### src/rtl/adder_pkg.sv
// +----------------------------------------------------------------------------+
// | adder_pkg : shared types and helpers for the adder_tree_stream block       |
// | Revision  : 1.0 - initial release                                          |
// +----------------------------------------------------------------------------+
`default_nettype none

package adder_pkg;

  typedef enum logic [0:0] {
    ACCUM = 1'b0,
    EMIT  = 1'b1
  } acc_state_t;

  localparam int c_BEATS_W = 16;

  function automatic int clog2(input int value);
    int r;
    r = 0;
    while ((1 << r) < value) r++;
    return r;
  endfunction

endpackage

`default_nettype wire

### src/rtl/adder_tree_level.sv
// +----------------------------------------------------------------------------+
// | adder_tree_level : one registered level of pairwise adds, one bit wider    |
// | Revision         : 1.0 - initial release                                   |
// +----------------------------------------------------------------------------+
`default_nettype none

module adder_tree_level #(
  parameter int WIDTH = 8,
  parameter int PAIRS = 1
) (
  input  logic                       clk,
  input  logic                       rst,
  input  logic                       en_i,
  input  logic                       valid_i,
  input  logic                       last_i,
  input  logic [2*PAIRS*WIDTH-1:0]   data_i,
  output logic                       valid_o,
  output logic                       last_o,
  output logic [PAIRS*(WIDTH+1)-1:0] data_o
);

  logic [PAIRS*(WIDTH+1)-1:0] sum_d;
  logic [PAIRS*(WIDTH+1)-1:0] sum_q;
  logic                       valid_q;
  logic                       last_q;

  for (genvar p = 0; p < PAIRS; p++) begin : g_pair
    assign sum_d[p*(WIDTH+1) +: WIDTH+1] = {1'b0, data_i[2*p*WIDTH +: WIDTH]}
                                         + {1'b0, data_i[(2*p+1)*WIDTH +: WIDTH]};
  end

  always_ff @(posedge clk) begin
    if (rst) begin
      valid_q <= 1'b0;
      last_q  <= 1'b0;
      sum_q   <= '0;
    end else if (en_i) begin
      valid_q <= valid_i;
      last_q  <= valid_i & last_i;
      sum_q   <= sum_d;
    end
  end

  assign valid_o = valid_q;
  assign last_o  = last_q;
  assign data_o  = sum_q;

endmodule

`default_nettype wire

### src/rtl/adder_tree_stream.sv
// +----------------------------------------------------------------------------+
// | adder_tree_stream : streaming adder tree feeding a framed accumulator      |
// | Option ADDER_TREE_SAT_EN : saturate the accumulator instead of wrapping    |
// | Revision          : 1.0 - initial release                                  |
// +----------------------------------------------------------------------------+
`default_nettype none

module adder_tree_stream
  import adder_pkg::*;
#(
  parameter int BITS     = 8,
  parameter int NUM      = 32,
  parameter int ACC_BITS = 24
) (
  input  logic                 clk,
  input  logic                 rst,
  input  logic                 in_valid,
  output logic                 in_ready,
  input  logic [NUM*BITS-1:0]  in_data,
  input  logic                 in_last,
  output logic                 out_valid,
  input  logic                 out_ready,
  output logic [ACC_BITS-1:0]  out_data,
  output logic [15:0]          out_beats,
  output logic                 out_ovf
);

  localparam int L  = clog2(NUM);
  localparam int TW = BITS + L;

  acc_state_t             state_q, state_d;
  logic [ACC_BITS-1:0]    acc_q, acc_d;
  logic [c_BEATS_W-1:0]   beats_q, beats_d;
  logic                   ovf_q, ovf_d;

  logic                   w_en;
  logic                   w_tv;
  logic                   w_tl;
  logic [TW-1:0]          w_ts;
  logic [ACC_BITS-1:0]    w_base_acc;
  logic [c_BEATS_W-1:0]   w_base_beats;
  logic                   w_base_ovf;
  logic [ACC_BITS:0]      w_sum;

  // The whole pipeline freezes only while a result waits on downstream.
  assign w_en     = !(state_q == EMIT && !out_ready);
  assign in_ready = w_en;

  for (genvar n = 0; n < L; n++) begin : g_lvl
    localparam int W = BITS + n;
    localparam int P = NUM >> (n + 1);

    logic [2*P*W-1:0]   w_in;
    logic               w_in_v;
    logic               w_in_l;
    logic [P*(W+1)-1:0] w_out;
    logic               w_out_v;
    logic               w_out_l;

    if (n == 0) begin : g_first
      assign w_in   = in_data;
      assign w_in_v = in_valid;
      assign w_in_l = in_last;
    end else begin : g_next
      assign w_in   = g_lvl[n-1].w_out;
      assign w_in_v = g_lvl[n-1].w_out_v;
      assign w_in_l = g_lvl[n-1].w_out_l;
    end

    adder_tree_level #(
      .WIDTH (W),
      .PAIRS (P)
    ) u_level (
      .clk     (clk),
      .rst     (rst),
      .en_i    (w_en),
      .valid_i (w_in_v),
      .last_i  (w_in_l),
      .data_i  (w_in),
      .valid_o (w_out_v),
      .last_o  (w_out_l),
      .data_o  (w_out)
    );
  end

  assign w_tv = g_lvl[L-1].w_out_v;
  assign w_tl = g_lvl[L-1].w_out_l;
  assign w_ts = g_lvl[L-1].w_out;

  always_ff @(posedge clk) begin
    if (rst) begin
      state_q <= ACCUM;
      acc_q   <= '0;
      beats_q <= '0;
      ovf_q   <= 1'b0;
    end else begin
      state_q <= state_d;
      acc_q   <= acc_d;
      beats_q <= beats_d;
      ovf_q   <= ovf_d;
    end
  end

  always_comb begin
    state_d      = state_q;
    acc_d        = acc_q;
    beats_d      = beats_q;
    ovf_d        = ovf_q;
    w_base_acc   = acc_q;
    w_base_beats = beats_q;
    w_base_ovf   = ovf_q;
    w_sum        = '0;
    if (w_en) begin
      // Leaving EMIT means the result was taken, so the next frame starts from zero.
      if (state_q == EMIT) begin
        w_base_acc   = '0;
        w_base_beats = '0;
        w_base_ovf   = 1'b0;
      end
      state_d = ACCUM;
      acc_d   = w_base_acc;
      beats_d = w_base_beats;
      ovf_d   = w_base_ovf;
      if (w_tv) begin
        w_sum = {1'b0, w_base_acc} + (ACC_BITS+1)'(w_ts);
`ifdef ADDER_TREE_SAT_EN
        acc_d = w_sum[ACC_BITS] ? '1 : w_sum[ACC_BITS-1:0];
`else
        acc_d = w_sum[ACC_BITS-1:0];
`endif
        beats_d = (w_base_beats == '1) ? w_base_beats : w_base_beats + 1'b1;
        ovf_d   = w_base_ovf | w_sum[ACC_BITS];
        if (w_tl) state_d = EMIT;
      end
    end
  end

  assign out_valid = (state_q == EMIT);
  assign out_data  = acc_q;
  assign out_beats = beats_q;
  assign out_ovf   = ovf_q;

endmodule

`default_nettype wire

### config.mk
export PLATFORM = sky130hd
export DESIGN_NAME = adder_tree_stream
export DESIGN_NICKNAME = d
export VERILOG_FILES = /design/src/rtl/adder_pkg.sv /design/src/rtl/adder_tree_level.sv /design/src/rtl/adder_tree_stream.sv
export SDC_FILE = /design/constraint.sdc
export NUM_CORES = 1
export LEC_CHECK = 0
export ABC_AREA = 1
export CAP_MARGIN = 20
export CELL_PAD_IN_SITES_DETAIL_PLACEMENT = 1
export CELL_PAD_IN_SITES_GLOBAL_PLACEMENT = 1
export CORE_MARGIN = 4
export CORE_UTILIZATION = 39
export DETAILED_ROUTE_END_ITERATION = 8
export PLACE_DENSITY = 0.78
export SETUP_SLACK_MARGIN = 0.5
export SLEW_MARGIN = 20
export SYNTH_ARGS = -nofsm -noshare
export SYNTH_HDL_FRONTEND = slang
export SYNTH_SLANG_ARGS = --single-unit
### constraint.sdc
create_clock -name clk -period 3.2 [get_ports clk]
set_input_delay 0.64 -clock clk [delete_from_list [all_inputs] [get_ports clk]]
set_output_delay 0.64 -clock clk [all_outputs]
set_load 0.1 [all_outputs]
==> flow_summary.yaml <==
sta:
  max_slew.worst_pin.slew_ns: 0.604
  slew_headroom_pct: 59.7
  final_hold_viol_count: 0
  maxSlewViolCount: 0
  fmax_mhz: 398
  fin_worst_skew_ns: 0.0233
  setup_viol: 0
  layout_min_cycle_time_ns: 2.51
  rsz0062_at_grt: "false"
  fin_tns_setup_ns: 0
  fin_crit_sh_pct: 78.5
die:
  dieArea_mm2: 0.0698
  rows: 93
  core_area_mm2: 0.0647
  die_h_um: 264
  io_pins: 304
  start_util_pct: 39.6
  die_w_um: 264
route:
  vias: 23800
  drtIter0Drc: 908
  drt-total-wl_um: 68500
  drc: 0
  avgRoutedWirePerCell_um: 14.5
  first_pass_iters: 5
  postRouteAntennaNets: 0
  vias_per_cell: 5.04
power_and_ir_drop:
  powerDensity_mw_per_mm2: 490
  ir_worst_vdd_v: 0.000327
  power_mw: 15.1
  p_leak_nw: 16.1
worst_hold_path:
  min_from: "g_lvl[4].u_level.last_o"
  hold_class: "reg2reg"
clock_network:
  htree_levels: 2
  clock-sinks: 357
  cts_hold_buf: 0
  cts_root_buffer: "clkbuf_16"
  postCtsResizedCells: 1
  worst_skew_pair.late_latency_ns: 0.57
  clkTransAtPathRegs_ns: 0.06
  cts_buffers: 44
  post-cts-setup-buffers: 0
  cts_tree: "yes"
  cts_buffer_depth: 3
global_route:
  grt_use_met2_pct: 33.2
  busiest_layer: "met2"
  antenna_found_initial: 2
  grt_use_met3_pct: 2.24
  grt_pass1_wl_um: 117000
  overflow: 0
  grt_use_total_pct: 19.2
  grt_max_degree: 112
  met1_usage_pct: 25.9
  grt_pass1_vias: 24500
critical_path:
  endpoint_kind: "primary output"
  r2r_start: "out_valid"
  worst-setup-path-type: "reg2out"
  worstPathArrival_ns: 1.87
  crit_chain: "inv_6 -> nor2_4 -> inv_8 -> buf_12"
  cp_num_buf_inv: 3
  reg2reg_depth: 13
  rrSetupSlack_ns: 0.82
  startpoint: "out_valid"
  cp_slowest_cell: "dfxtp_4"
  cp-endpoint: "in_ready"
  crit_fanout: 44
  required_ns: 2.56
  reg2reg_to: "out_data[21]"
  crit_family: "buffers and inverters"
  cpPeakStageDelay_ns: 0.46
  cp-start-kind: "flip-flop"
  path_depth: 4
logic_synthesis:
  synth_seq_cells: 357
  async_flop_share_pct: 0
  ys_seq_area_share_pct: 27.9
  synth.distinct_cells: 45
  synth-edff-count: 0
  ys_top_cells_by_area: "dfxtp_1 (28%), ha_1 (14%), inv_1 (8.9%)"
  synth_top_area_share_pct: 27.9
  yosysWarnings: 0
  syn-instance-count: 3578
  syn_area_per_cell_um2: 7.15
  synth_area_mm2: 0.0256
  synth_ff_type: "dfxtp_1"
  syn-num-nets: 4159
  yosys.area.top_type: "dfxtp_1"
outcome:
  status: "finished, final reports clean"
placement:
  gp_congestion: 0.822
  detailed_place_hpwl_um: 51700
  port_buffers: 303
cells_and_area:
  area_growth_pct: 20.6
  fill_cells: 8210
  drive_above_1_share_pct: 4.38
  nets: 4406
flow_run:
  maxCapViolCount: 0
-- layer usage --
layer / wire length, um / share of wire [%]
met4: 1050 / 1.5
met2: 32200 / 47
met5: 0 / 0
met1: 33300 / 49
met3: 1830 / 2.7
-- worst min-delay path: stages, from the launching register on --
cell	delay (ns)
dfxtp_1	0.30
nand2_1	0.06
a21oi_1	0.05
-- per-stage QoR --
stage | area, um^2 | setup WS (ns) | cells | hold slack, ns | utilization, %
after floorplan | 25600 | 0.551 | 3578 | 0.438 | -
after global placement | 29400 | 0.690 | 4634 | 0.447 | 45.4
after detailed placement | 29400 | 0.646 | 4634 | 0.453 | 45.4
after CTS | 30800 | 0.607 | 4711 | 0.464 | 47.7
after global routing | 30900 | 0.567 | 4713 | 0.496 | 47.7
final | 30900 | 0.689 | 4713 | 0.454 | 47.7
-- registers in the layout, summed over array words and instances (netlist names) --
name / flops
out_beats: 16
g_lvl.u_level.last_o: 5
g_lvl.u_level.valid_o: 5
out_data: 24
g_lvl.u_level.data_o: 305
out_valid: 1
out_ovf: 1
-- worst min-delay path by stage --
stage | endpoint | slack, ns | cells past startpoint
after global routing | out_ovf | 0.50 | 2
after global placement | out_valid | 0.45 | 2
after detailed placement | out_valid | 0.45 | 2
after floorplan | out_valid | 0.44 | 2
after CTS | out_valid | 0.46 | 2
final | out_valid | 0.45 | 2
-- power breakdown --
group	switching, mW	internal, mW	leakage [nW]
clock	1.99	3.14	0.735
combinational	2.54	1.89	12.5
sequential	0.448	5.10	2.95
total	4.98	10.1	16.1
-- layout make-up --
type	count	area, um^2	share of cell area [%]
antenna	2	5.00	0.0162
clock buffer	63	1300	4.23
timing repair buffer	326	3240	10.5
clock inverter	14	180	0.584
inverter	614	2320	7.53
multi-input combinational	2482	15600	50.5
tap	855	1070	3.47
sequential	357	7150	23.2
-- cells in the mapped netlist, types with 3 or more instances --
cell type and n:
nand2_1 494, or2_2 5, xor2_1 143, buf_1 3
nor3_1 4, nand3_1 206, a211oi_1 3, nand3_2 3
a31oi_1 10, o21bai_1 182, nor2_2 5, a22oi_1 3
buf_6 3, o21ai_1 9, a21oi_1 314, dfxtp_1 357
buf_2 39, inv_1 607, o211ai_1 28, nand3b_1 9
nor2_1 245, o21ai_0 375, clkbuf_1 79, a21o_1 32
xnor2_1 19, inv_2 4, nand2_2 5, nand4_1 54
ha_1 288, fa_1 32
-- logic make-up (layout without fill, tap and decap cells) --
logic type      Yosys count  in the layout  synth area share, %
simple gates           1040           1040                 17.5
compound gates          960            960                 21.3
buf+inv                 739           1017                 11.2
flops                   357            357                 27.9
fa+ha+maj               320            320                 16.6
xor+xnor                162            162                 5.54
other cells               0              2                    0
-- layout by cell type, fill, tap and decap left out, types with 2 or more instances in the layout --
cell type / n
a21boi_0: 2
clkbuf_1: 7
a31oi_1: 10
nand3_2: 3
clkdlybuf4s50_1: 260
dfxtp_1: 356
nand4_1: 54
bufinv_16: 4
buf_12: 11
nor2_2: 4
o211ai_1: 28
nor3_1: 4
nor2_4: 3
o21ai_0: 375
a22oi_1: 3
inv_2: 3
clkinv_2: 7
clkbuf_8: 11
nand2_1: 494
clkbuf_16: 45
nand2_2: 5
ha_1: 288
xor2_1: 143
inv_1: 607
inv_8: 2
xnor2_1: 19
a21o_1: 32
buf_4: 55
a21oi_1: 314
o21ai_1: 9
nand3_1: 206
diode_2: 2
a211oi_1: 3
nand3b_1: 9
inv_6: 3
nor2_1: 245
o21bai_1: 182
or2_2: 5
fa_1: 32
(Power assumes the default switching activity.)
